==> config.mk <==
export PLATFORM = sky130hd
export DESIGN_NAME = step_counter
export DESIGN_NICKNAME = d
export VERILOG_FILES = /design/src/rtl/step_counter_pkg.sv /design/src/rtl/step_counter_next.sv /design/src/rtl/step_counter.sv
export SDC_FILE = /design/constraint.sdc
export NUM_CORES = 1
export LEC_CHECK = 0
export CORE_MARGIN = 1
export CORE_UTILIZATION = 41
export CTS_BUF_LIST = sky130_fd_sc_hd__clkbuf_4 sky130_fd_sc_hd__clkbuf_8 sky130_fd_sc_hd__clkbuf_16
export DETAILED_ROUTE_END_ITERATION = 8
export HOLD_SLACK_MARGIN = 0.15
export PLACE_DENSITY = 0.68
export SLEW_MARGIN = 30
export SYNTH_ARGS = -nofsm -noshare
export SYNTH_HDL_FRONTEND = slang
export SYNTH_HIERARCHICAL = 1
export SYNTH_SLANG_ARGS = --single-unit
==> constraint.sdc <==
create_clock -name clk -period 3.7 [get_ports clk]
set_clock_uncertainty 0.15 [all_clocks]
set_input_delay 1.11 -clock clk [delete_from_list [all_inputs] [get_ports clk]]
set_output_delay 1.11 -clock clk [all_outputs]
set_load 0.1 [all_outputs]
==> src/rtl/step_counter_pkg.sv <==
// Shared constants for the step counter: overflow-mode codes and bounce direction states.
package step_counter_pkg;

  localparam logic [1:0] MODE_WRAP   = 2'b00;
  localparam logic [1:0] MODE_SAT    = 2'b01;
  localparam logic [1:0] MODE_BOUNCE = 2'b10;
  localparam logic [1:0] MODE_HOLD   = 2'b11;

  localparam logic DIR_UP   = 1'b1;
  localparam logic DIR_DOWN = 1'b0;

endpackage

==> src/rtl/step_counter_next.sv <==
// Combinational next-count logic: signed step, wrap/saturate/bounce handling, bound pulses.
module step_counter_next
  import step_counter_pkg::*;
#(
  parameter int unsigned N  = 4,
  parameter int unsigned NC = 3,
  parameter int unsigned LO = 0,
  parameter int unsigned HI = (1 << N) - 1
) (
  input  logic [N-1:0]  i_out,
  input  logic [NC-1:0] i_ctrl,
  input  logic [1:0]    i_mode,
  input  logic          i_dir,
  output logic [N-1:0]  o_cnt_c,
  output logic          o_dir_c,
  output logic          o_ovf_c,
  output logic          o_unf_c
);

  localparam int unsigned W    = N + NC + 1;
  localparam int unsigned SPAN = HI - LO + 1;
  localparam logic signed [W-1:0] LO_S   = W'(LO);
  localparam logic signed [W-1:0] HI_S   = W'(HI);
  localparam logic signed [W-1:0] SPAN_S = W'(SPAN);

  // A single wrap correction is only enough if the largest step fits in the range.
  if ((1 << (NC - 1)) > SPAN) begin : g_bad_span
    $error("step_counter_next: count range is narrower than the largest step");
  end
  if (LO >= HI) begin : g_bad_bounds
    $error("step_counter_next: LO must be below HI");
  end

  logic signed [W-1:0] w_s;
  logic signed [W-1:0] w_step;
  logic signed [W-1:0] w_cur;
  logic signed [W-1:0] w_nxt;

  always_comb begin
    w_s    = {{(W-NC){i_ctrl[NC-1]}}, i_ctrl};
    w_step = (i_mode == MODE_BOUNCE && i_dir == DIR_DOWN) ? -w_s : w_s;
    w_cur  = {{(W-N){1'b0}}, i_out};
    w_nxt  = w_cur + w_step;
  end

  always_comb begin
    o_cnt_c = i_out;
    o_dir_c = i_dir;
    o_ovf_c = 1'b0;
    o_unf_c = 1'b0;
    // A zero step never moves the count or raises a pulse.
    if (w_step != '0) begin
      case (i_mode)
        MODE_WRAP: begin
          o_cnt_c = N'(w_nxt);
          if (w_nxt > HI_S) begin
            o_cnt_c = N'(w_nxt - SPAN_S);
            o_ovf_c = 1'b1;
          end else if (w_nxt < LO_S) begin
            o_cnt_c = N'(w_nxt + SPAN_S);
            o_unf_c = 1'b1;
          end
        end
        MODE_SAT: begin
          o_cnt_c = N'(w_nxt);
          if (!w_step[W-1] && w_nxt >= HI_S) begin
            o_cnt_c = N'(HI);
            o_ovf_c = 1'b1;
          end else if (w_step[W-1] && w_nxt <= LO_S) begin
            o_cnt_c = N'(LO);
            o_unf_c = 1'b1;
          end
        end
        MODE_BOUNCE: begin
          o_cnt_c = N'(w_nxt);
          if (!w_step[W-1] && w_nxt >= HI_S) begin
            o_cnt_c = N'(HI);
            o_dir_c = DIR_DOWN;
            o_ovf_c = 1'b1;
          end else if (w_step[W-1] && w_nxt <= LO_S) begin
            o_cnt_c = N'(LO);
            o_dir_c = DIR_UP;
            o_unf_c = 1'b1;
          end
        end
        default: begin
          o_cnt_c = i_out;
        end
      endcase
    end
  end

endmodule

==> src/rtl/step_counter.sv <==
// Parametrised step counter with wrap/saturate/bounce modes, load and bound pulses.
// Optional sticky status flags are built when CNT_STICKY_EN is defined.
module step_counter
  import step_counter_pkg::*;
#(
  parameter int unsigned N  = 4,
  parameter int unsigned NC = 3,
  parameter int unsigned LO = 0,
  parameter int unsigned HI = (1 << N) - 1
) (
  input  logic          clk,
  input  logic          rst_n,
  input  logic          en,
  input  logic [NC-1:0] ctrl,
  input  logic [1:0]    mode,
  input  logic          load,
  input  logic [N-1:0]  load_val,
  input  logic          clr,
  output logic [N-1:0]  out,
  output logic          dir,
  output logic          ovf,
  output logic          unf,
  output logic          ovf_sticky,
  output logic          unf_sticky
);

  localparam int unsigned W = N + 1;
  localparam logic signed [W-1:0] LO_S = W'(LO);
  localparam logic signed [W-1:0] HI_S = W'(HI);

  logic [N-1:0] r_out;
  logic         r_dir;
  logic         r_ovf;
  logic         r_unf;

  logic [N-1:0] w_cnt_c;
  logic         w_dir_c;
  logic         w_ovf_c;
  logic         w_unf_c;
  logic [N-1:0] w_out_nxt;
  logic         w_dir_nxt;
  logic         w_ovf_nxt;
  logic         w_unf_nxt;
  logic signed [W-1:0] w_ld_ext;

  step_counter_next #(
    .N  (N),
    .NC (NC),
    .LO (LO),
    .HI (HI)
  ) u_next (
    .i_out   (r_out),
    .i_ctrl  (ctrl),
    .i_mode  (mode),
    .i_dir   (r_dir),
    .o_cnt_c (w_cnt_c),
    .o_dir_c (w_dir_c),
    .o_ovf_c (w_ovf_c),
    .o_unf_c (w_unf_c)
  );

  assign w_ld_ext = {1'b0, load_val};

  // Load beats enable; load clamps into range and only pulses when it had to clamp.
  always_comb begin
    w_out_nxt = r_out;
    w_dir_nxt = r_dir;
    w_ovf_nxt = 1'b0;
    w_unf_nxt = 1'b0;
    if (load) begin
      w_out_nxt = load_val;
      if (w_ld_ext > HI_S) begin
        w_out_nxt = N'(HI);
        w_ovf_nxt = 1'b1;
      end else if (w_ld_ext < LO_S) begin
        w_out_nxt = N'(LO);
        w_unf_nxt = 1'b1;
      end
    end else if (en) begin
      w_out_nxt = w_cnt_c;
      w_dir_nxt = w_dir_c;
      w_ovf_nxt = w_ovf_c;
      w_unf_nxt = w_unf_c;
    end
  end

  always_ff @(posedge clk or negedge rst_n) begin
    if (!rst_n) begin
      r_out <= N'(LO);
      r_dir <= DIR_UP;
      r_ovf <= 1'b0;
      r_unf <= 1'b0;
    end else begin
      r_out <= w_out_nxt;
      r_dir <= w_dir_nxt;
      r_ovf <= w_ovf_nxt;
      r_unf <= w_unf_nxt;
    end
  end

  assign out = r_out;
  assign dir = r_dir;
  assign ovf = r_ovf;
  assign unf = r_unf;

`ifdef CNT_STICKY_EN
  logic r_ovf_sticky;
  logic r_unf_sticky;

  // A new pulse wins over a clear in the same cycle.
  always_ff @(posedge clk or negedge rst_n) begin
    if (!rst_n) begin
      r_ovf_sticky <= 1'b0;
      r_unf_sticky <= 1'b0;
    end else begin
      r_ovf_sticky <= w_ovf_nxt | (r_ovf_sticky & ~clr);
      r_unf_sticky <= w_unf_nxt | (r_unf_sticky & ~clr);
    end
  end

  assign ovf_sticky = r_ovf_sticky;
  assign unf_sticky = r_unf_sticky;
`else
  logic w_unused;

  assign w_unused   = clr;
  assign ovf_sticky = 1'b0;
  assign unf_sticky = 1'b0;
`endif

endmodule

**Word-level counts from Yosys, hierarchy flattened**

Index checks and enable logic that the tools add are counted.

- Shift operators: 0
- Multipliers: 0
- Add/sub/neg operators: 4
- Eq/ne operators: 2
- Reduce and logical (&&, ||, !) cells: 13
- Muxes and demuxes: 30
- Bitwise logic cells: 2
- Divide/modulo/power cells: 0
- Order comparisons: 6

Operator list:

| kind | count |
|---|---|
| $mux 4 | 9 |
| $mux 1 | 17 |
| $add 5x8->8 | 1 |
| $ge 8x5->1 const B | 1 |
| $gt 8x5->1 const B | 1 |
| $le 8x1->1 const B | 1 |
| $lt 8x1->1 const B | 1 |
| $mux 8 | 1 |
| $neg 3->8 | 1 |
| $pmux 4 s2 | 1 |
| $reduce_bool 8->1 | 1 |
| $reduce_bool 2->1 | 3 |
| $reduce_and 5->1 | 1 |
| $add 4x1->4 const B | 1 |
| $gt 4x4->1 const B | 1 |
| $lt 4x1->1 const B | 1 |
| $pmux 1 s2 | 2 |
| $sub 4x1->4 const B | 1 |
| $logic_and 1x1->1 | 3 |
| $reduce_and 3->1 | 1 |
| $reduce_bool 3->1 | 1 |
| $eq 2x1->1 const B | 1 |
| $eq 2x2->1 const B | 1 |
| $logic_not 2->1 | 1 |
| other kinds (3) | 4 |

- Bits in registers: 7
- Output and inout bits: 9
- Latch bits: 0
- ROM bits: 0
- RAM bits: 0
- Input port bits: 14
- Memories kept: 0

**Depth between registers and ports, before layout**

Gate-level depths: netlist of run 1.

- Word-level depth: 12
- Gate-level depth with buffers: 15

**Cells and area by module**

Netlist of run 1, hierarchy kept.

By module, submodules not included:

| module | area each (sq um) | times used | sequential area each (sq um) | cells an instance |
|---|---|---|---|---|
| step_counter_next | 625.6 | 1 | 0.0 | 81 |
| step_counter | 336.6 | 1 | 176.4 | 28 |

**Worst setup path before layout of run 1**

No wires, ideal clock.

- Path type: input to register
- Start point: input mode[0]
- End point: register r_out[3], in the netlist out[3]
- Arrival: 3.471 ns
- Stages on the path: 14
- Buffers on the path: 1
- Setup slack: -0.004 ns
- Data required time: 3.467 ns
- Cells stage by stage: inv_1 > ha_1 > nor2b_4 > buf_6 > o21ai_0 > ha_1 > a211oi_2 > nor2_1 > nor3_1 > o211ai_2 > o21a_1 > o31ai_2 > mux2i_1 > o21ai_0

- Cells in the longest elaborated chain, start to end: 12
- Elaborated cells on any way between the ends: 28

Ends and longest elaborated chain:

| item | line | source |
|---|---|---|
| start: declaration | step_counter.sv:15 | `input logic [1:0] mode,` |
| $eq 2x2->1 | step_counter_next.sv:41, step_counter_next.sv:53 |  |
| $logic_and 1x1->1 | step_counter_next.sv:41 | `w_step = (i_mode == MODE_BOUNCE && i_dir == DIR_DOWN) ? -w_s : w_s;` |
| $mux 8 | step_counter_next.sv:41 |  |
| $add 5x8->8 | step_counter_next.sv:43 | `w_nxt = w_cur + w_step;` |
| $le 8x1->1 | step_counter_next.sv:69, step_counter_next.sv:80 |  |
| $logic_and 1x1->1 | step_counter_next.sv:69, step_counter_next.sv:80 |  |
| $mux 4 | step_counter_next.sv:69, step_counter_next.sv:80 |  |
| $mux 4 | step_counter_next.sv:66 | `if (!w_step[W-1] && w_nxt >= HI_S) begin` |
| $pmux 4 s2 * | step_counter_next.sv:53 | `case (i_mode)` |
| $mux 4 * | step_counter_next.sv:52 | `if (w_step != '0) begin` |
| named net w_cnt_c[3] | step_counter.sv:36 | `logic [N-1:0] w_cnt_c;` |
| $mux 4 * | step_counter.sv:79 | `end else if (en) begin` |
| $mux 4 * | step_counter.sv:70 | `if (load) begin` |
| end signal: assignment | step_counter.sv:89 | `r_out <= N'(LO);` |
| end signal: assignment | step_counter.sv:94 | `r_out <= w_out_nxt;` |
| end: declaration | step_counter.sv:31 | `logic [N-1:0] r_out;` |

Mark *: on every way through the listed nets, which the timed path passes. The rest lies on a longest branch. The select of a mux whose other input is x is not followed.
A chain may end at the register's enable or synchronous reset.

**Worst setup path in the final report of run 1**

Same ends and word-level chain as after synthesis.

==> results of run 1 <==
-- final timing paths --
check,start,slack [ns],to
max,mode[0],0.13,out[3]$_DFFE_PN0P_
min,out[0]$_DFFE_PN0P_,0.49,out[0]$_DFFE_PN0P_
max reg2reg,dir$_DFFE_PN1P_,0.76,out[3]$_DFFE_PN0P_
min reg2reg,out[0]$_DFFE_PN0P_,0.49,out[0]$_DFFE_PN0P_
max in group asynchronous,rst_n,2.15,dir$_DFFE_PN1P_
min in group asynchronous,rst_n,0.97,unf$_DFF_PN0_
-- power breakdown --
| part | total (mW) | switching, mW | internal [mW] | leakage, nW |
|---|---|---|---|---|
| sequential | 0.118 | 0.0235 | 0.0941 | 0.0868 |
| clock | 0.0741 | 0.0258 | 0.0483 | 0.0184 |
| combinational | 0.570 | 0.315 | 0.254 | 0.619 |
| total | 0.761 | 0.365 | 0.397 | 0.724 |
-- metrics by stage --
step / hold WS (ns) / util (%) / power, mW
2_1_floorplan: 0.664 / - / 0.420
3_3_place_gp: 0.467 / 57.3 / 0.522
3_5_place_dp: 0.483 / 57.3 / 0.529
4_1_cts: 0.494 / 69.9 / 0.696
5_1_grt: 0.543 / 74.8 / 0.813
6_report: 0.486 / 74.8 / 0.761
-- flip-flops by register name, indices dropped and copies added, names as in the netlist --
| signal | flops |
|---|---|
| out | 4 |
| ovf | 1 |
| unf | 1 |
| dir | 1 |
-- cell families after synthesis --
kind of cell / synth area share, %
AOI/OAI and AO/OA: 28.3
xor gates and xnor gates: 1.82
adders and majority gates: 15.1
buffers and inverters: 8.19
DFF: 18.3
muxes: 8.32
other: 0.390
and+or+nand+nor: 19.5
-- worst max-delay path: cells and delay by family --
| family | cells | cell delay, ns |
|---|---|---|
| AO/OA/AOI/OAI | 5 | 0.77 |
| XOR/XNOR | 1 | 0.22 |
| adder cells (fa/ha/maj) | 2 | 0.37 |
| buffers and inverters | 4 | 0.42 |
| multiplexers | 1 | 0.10 |
| AND/OR/NAND/NOR | 4 | 0.60 |
-- per-layer routing --
layer	up-vias	part of all wire, %	routed length (µm)	GRT usage, %
li1	501	-	-	-
met1	494	40	1100	26.5
met2	19	57	1590	45.1
met3	2	2.4	67	0
met4	0	0.54	15	6.94
met5	-	0	0	0
-- area by class of cell --
class	count	share of cell area [%]
inverters	8	2.12
repair buffers	54	26.6
well taps	28	2.12
flip-flops and latches	7	10.7
clock buffers	4	1.81
multi-input cells	90	56.7
-- timing repair --
action | CTS | global route
hold endpoints to repair | 0 | 0
resized for setup | 43 | 24
buffers inserted | 12 | 4
pin swaps | 21 | 16
endpoints found under the setup margin | 7 | 7
cloned | 0 | 0
-- layout by cell type, fill, tap and decap left out, drive strengths merged, types with 2 or more instances in the layout --
| cell | synthesis | routed |
|---|---|---|
| nor2b | 5 | 5 |
| o22a | 3 | 3 |
| and2 | 4 | 4 |
| nor3 | 2 | 2 |
| conb | 1 | 2 |
| ha | 10 | 10 |
| clkdlybuf4s50 | 0 | 7 |
| a21oi | 8 | 8 |
| o21a | 2 | 2 |
| nand2 | 7 | 7 |
| o21ai | 11 | 11 |
| mux2i | 5 | 5 |
| mux2 | 2 | 2 |
| nand3 | 3 | 3 |
| nor2 | 5 | 5 |
| buf | 5 | 43 |
| inv | 8 | 8 |
| clkbuf | 0 | 6 |
| dfrtp | 6 | 6 |
| nand3b | 2 | 2 |
==> flow_summary.json, run 1 <==
{
  "initial_core_util_pct": 43.5,
  "grt_pass1_wl_mm": 4.36,
  "drt_wl_total_mm": 2.77,
  "synth_most_common_cell": "ha_1",
  "yosys.area.top_type_share_pct": 15.6,
  "synth_edf_count": 0,
  "grt_max_degree": 10,
  "critical_path.cell_chain": "buf_8 -> inv_6 -> ha_4 -> nor2b_4 -> buf_6 -> nor2_4 -> a21oi_4 -> ha_4 -> xor2_4 -> buf_6 -> nand3_4 -> nor3_4 -> o211ai_2 -> o21a_1 -> o31ai_2 -> mux2i_1 -> o21ai_1",
  "maxCapViolations": 0,
  "finalHoldViolations": 0,
  "overflow": 0,
  "syn_inst": 109,
  "final_cell_area_um2": 1660,
  "vdd_ir_drop_max_uv": 398,
  "clk_pin_slew_ns": 0.05,
  "clk_latency_ns": 0.24,
  "synthTopCellsByCount": "10 x ha_1, 8 x inv_1, 8 x o21ai_0",
  "critical_path_class": "in -> reg",
  "portBuffers": 19,
  "synth-seq-area-share_pct": 18.3,
  "syn_avg_cell_area_um2": 8.83,
  "num_rows": 17,
  "first_global_vias": 995,
  "antenna_found_initial": 0,
  "critPathCaptureType": "register",
  "ctsHoldBuffers": 0,
  "final_max_slew_viol_count": 0,
  "ys_types": 44,
  "finalSetupTns_ns": 0,
  "fp.dieH_um": 50.4,
  "ff2ff_path_depth": 14,
  "die_w_um": 50.4,
  "p_leak_nw": 0.724,
  "placed_cells": 171,
  "ioPinCount": 23,
  "yosysWarnings": 6,
  "ys_seq_elements": 7,
  "via_count": 1016,
  "drtIter0Drc": 9,
  "min_period_ns": 3.57,
  "gr-usage-all-layers_pct": 22.9,
  "area.growth.synth_to_final_pct": 72.0,
  "max_freq_mhz": 280,
  "cts_tree": "yes",
  "fillers": 171,
  "critPathRequiredTime_ns": 3.72,
  "clockBufferDepth": 2,
  "cts_sinks": 7,
  "multiInputGateArea_um2": 938,
  "core_um2": 2210,
  "final_nets": 189,
  "syn-cell-area_um2": 962,
  "cts_buffers": 3,
  "setup_ws_ns": 0.128,
  "drt_drc_violations_left": 0,
  "worstSetupStartpointType": "input pin",
  "place_congestion": 0.757,
  "synth_largest_area_cell": "dfrtp_1",
  "critPathSlowestCell": "nor2b_4",
  "routedWlPerCell_um": 14.5,
  "antenna_cells": 0,
  "rsz0062_at_grt": "true",
  "power_density_nw_per_um2": 460,
  "slowest_delay_ns": 0.27,
  "setup_violations": 0,
  "final_cells": 191,
  "worst-path-max-fanout": 5,
  "layout-drive-gt1-share_pct": 57.7,
  "via_per_inst": 5.32,
  "place_worst_setup_slack_ns": -0.584,
  "cts_htree_levels": 1,
  "antenna_left": 0,
  "critPathArrivalTime_ns": 3.59,
  "worstHoldPathCells": 2,
  "placedInstanceArea_um2": 1270,
  "hpwl_mm": 1.77,
  "outcome": "finished clean",
  "hold_path.class": "reg -> reg",
  "cts_root_buf": "clkbuf_4",
  "ys_async_sr_fraction_pct": 100,
  "firstDrtPassIters": 4,
  "yosys-top-cells-area": "dfrtp_1 16%, ha_1 13%, mux2i_1 5.2%",
  "die-area_um2": 2540,
  "min_period_over_period_pct": 96.5,
  "layout.area.seq_um2": 176,
  "synth_ff_type": "dfrtp_1"
}
(Power assumes the default switching activity.)
==> run 2, diff against run 1 <==
--- a/config.mk
+++ b/config.mk
@@ -5,14 +5,16 @@
 export SDC_FILE = /design/constraint.sdc
 export NUM_CORES = 1
 export LEC_CHECK = 0
+export CAP_MARGIN = 30
+export CELL_PAD_IN_SITES_DETAIL_PLACEMENT = 0
+export CELL_PAD_IN_SITES_GLOBAL_PLACEMENT = 1
 export CORE_MARGIN = 1
-export CORE_UTILIZATION = 41
+export CORE_UTILIZATION = 36
 export CTS_BUF_LIST = sky130_fd_sc_hd__clkbuf_4 sky130_fd_sc_hd__clkbuf_8 sky130_fd_sc_hd__clkbuf_16
 export DETAILED_ROUTE_END_ITERATION = 8
 export HOLD_SLACK_MARGIN = 0.15
-export PLACE_DENSITY = 0.68
+export PLACE_DENSITY_LB_ADDON = 0.1
 export SLEW_MARGIN = 30
 export SYNTH_ARGS = -nofsm -noshare
 export SYNTH_HDL_FRONTEND = slang
-export SYNTH_HIERARCHICAL = 1
 export SYNTH_SLANG_ARGS = --single-unit
==> flow_summary.json, run 2 <==
{
  "outcome": "finished clean",
  "crit_family": "compound AO/OA/AOI/OAI gates",
  "hpwl_mm": 1.79,
  "cts_sinks": 7,
  "cts_tree": "yes",
  "switching_share_pct": 51.4,
  "finalHoldViolations": 0,
  "largest_reg_flops": 4,
  "syn_avg_cell_area_um2": 8.73,
  "clkPwrFrac_pct": 9.5,
  "rsz0062_at_grt": "false",
  "min_period_ns": 3.54,
  "die_w_um": 52.0,
  "drt_wl_total_mm": 2.23,
  "vdd_ir_drop_max_uv": 423,
  "grt_pass1_wl_mm": 3.83,
  "finalSetupTns_ns": 0,
  "drt_drc_violations_left": 0,
  "synth_most_common_cell": "ha_1",
  "critPathCaptureType": "register",
  "gr-usage-all-layers_pct": 19.5,
  "cts_htree_levels": 1,
  "firstDrtPassIters": 4,
  "area.growth.synth_to_final_pct": 57.3,
  "final_common_cell": "buf_4",
  "critPathBufInv": 3,
  "utilization_pct": 62.2,
  "portBuffers": 19,
  "first_global_vias": 855,
  "via_per_inst": 5.15,
  "pwr-share-comb_pct": 74.5,
  "cts_buffers": 3,
  "fp.dieH_um": 52.0,
  "p_leak_nw": 0.632,
  "power.total_mw": 0.776,
  "place_congestion": 0.813,
  "whs_ns": 0.386,
  "overflow": 0,
  "slowest_delay_ns": 0.43,
  "reg2reg_slack_ns": 1.09,
  "mostFrequentLayoutCells": "33 x buf_4, 10 x nand2_1, 8 x clkdlybuf4s50_1",
  "p_int_mw": 0.377,
  "pwr-share-seq_pct": 16.0,
  "critPathSlowestCell": "clkdlybuf4s50_1",
  "max_freq_mhz": 283,
  "worstHoldPathCells": 1,
  "synth_ff_type": "dfrtp_1",
  "drtIter0Drc": 16,
  "power_density_nw_per_um2": 548,
  "synth_largest_area_cell": "dfrtp_1",
  "yosys.area.top_type_share_pct": 16.7,
  "worst-path-max-fanout": 5,
  "maxCapViolations": 0,
  "ys_seq_elements": 7,
  "final_cell_area_um2": 1420,
  "yosysWarnings": 0,
  "hold_path.class": "reg -> reg",
  "syn_inst": 103,
  "via_count": 912,
  "ioPinCount": 23,
  "ys_types": 46,
  "antenna_found_initial": 0,
  "final_nets": 176,
  "layout-drive-gt1-share_pct": 47.0,
  "syn-cell-area_um2": 900,
  "critical_path_class": "in -> reg",
  "num_rows": 17,
  "cp.depth": 12,
  "setup_violations": 0,
  "grt_max_degree": 13,
  "ys_async_sr_fraction_pct": 100,
  "critical_path.cell_chain": "clkdlybuf4s50_1 -> inv_2 -> buf_4 -> nand3_1 -> ha_1 -> a21oi_2 -> ha_2 -> a21boi_2 -> o21a_2 -> and3_1 -> o31ai_1 -> a21oi_1",
  "synth_edf_count": 0,
  "clk_pin_slew_ns": 0.05,
  "final_max_slew_viol_count": 0,
  "clk_latency_ns": 0.25,
  "critPathArrivalTime_ns": 3.51,
  "critPathRequiredTime_ns": 3.67,
  "synthTopCellsByCount": "11 x ha_1, 10 x nand2_1, 8 x a21oi_1",
  "synth-seq-area-share_pct": 19.6,
  "antenna_cells": 0,
  "cts_root_buf": "clkbuf_4",
  "yosys-top-cells-area": "dfrtp_1 17%, ha_1 15%, a21oi_1 4.5%",
  "min_period_over_period_pct": 95.6,
  "placedInstanceArea_um2": 1240,
  "antenna_left": 0,
  "p_sw_mw": 0.399,
  "die-area_um2": 2700,
  "worstSetupStartpointType": "input pin",
  "clockBufferDepth": 2,
  "initial_core_util_pct": 39.5,
  "core_um2": 2280,
  "ff2ff_path_depth": 10,
  "routedWlPerCell_um": 12.6
}
==> run 2: cell count changes in the layout (fill, tap and decap cells not counted), moves of 4 or more <==
cell	before	now
ha_1	3	7
nand2_1	5	10
buf_4	39	33
ha_4	7	3
mux2i_1	5	1
==> run 2: kinds of logic (layout without fill, tap and decap cells) <==
family                     Yosys count  count (layout)  synth area share [%]
xor gates and xnor gates             2               2                  2.78
AOI/OAI and AO/OA                   33              33                  28.2
adders and majority gates           12              12                  17.5
DFF                                  7               7                  19.6
and+or+nand+nor                     35              35                  23.6
buffers and inverters               12              57                  6.68
muxes                                1               1                  1.11
other                                1               2                 0.417
==> run 2: timing repair <==
item | 4_1_cts | 5_1_grt
setup endpoints to repair | 7 | 7
pin swaps | 13 | 10
resized for setup | 13 | 14
buffers inserted | 4 | 1
hold buffers | 0 | 0
cloned | 0 | 0
==> run 2: final cells by class <==
type                            count  area [µm²]
Timing Repair Buffer               45         374
Multi-Input combinational cell     85         769
Clock buffer                        4        30.0
Inverter                            8        30.0
Sequential cell                     7         176
Tap cell                           28        35.0
Fill cell                         198         861
==> run 2: metrics by stage <==
step | instances | worst slack, ns
5_1_grt | 177 | 0.00346
6_report | 177 | 0.161
3_3_place_gp | 168 | -0.442
4_1_cts | 176 | 0.00424
3_5_place_dp | 168 | -0.487
2_1_floorplan | 104 | 0.115
==> run 2: worst paths after layout <==
kind                                  from                  to
min reg2reg                dir$_DFFE_PN1P_     dir$_DFFE_PN1P_
min in group asynchronous            rst_n       ovf$_DFF_PN0_
max in group asynchronous            rst_n     dir$_DFFE_PN1P_
max reg2reg                dir$_DFFE_PN1P_  out[0]$_DFFE_PN0P_
max                                ctrl[2]       ovf$_DFF_PN0_
min                        dir$_DFFE_PN1P_     dir$_DFFE_PN1P_
==> run 2: power by group through the flow <==
stage | Sequential (mW) | Combinational, mW | Clock (mW)
after detailed placement | 0.124 | 0.506 | 0
after global routing | 0.129 | 0.620 | 0.0795
final | 0.124 | 0.578 | 0.0740
after floorplan | 0.253 | 0.234 | 0
after global placement | 0.123 | 0.503 | 0
after CTS | 0.125 | 0.553 | 0.0769
==> run 2: metal layers <==
| metal | share of wire, % | GRT usage, % | wire length, µm | vias to the layer above |
|---|---|---|---|---|
| li1 | - | - | - | 470 |
| met2 | 48 | 31.6 | 1070 | 20 |
| met3 | 2.9 | 1.75 | 64 | 2 |
| met1 | 49 | 26.6 | 1080 | 420 |
| met5 | 0 | 0 | 0 | - |
| met4 | 0.40 | 6.76 | 9 | 0 |
==> run 2: worst reg2reg max path: stages (launching register included) <==
cell and delay (ns):
dfstp_2 0.59, nor2b_4 0.08, nor2_2 0.15, a21oi_4 0.05, ha_1 0.30, a21oi_2 0.16, nand2_2 0.11, xnor2_4 0.16
o311ai_4 0.34, nand4_1 0.17, a32oi_1 0.24
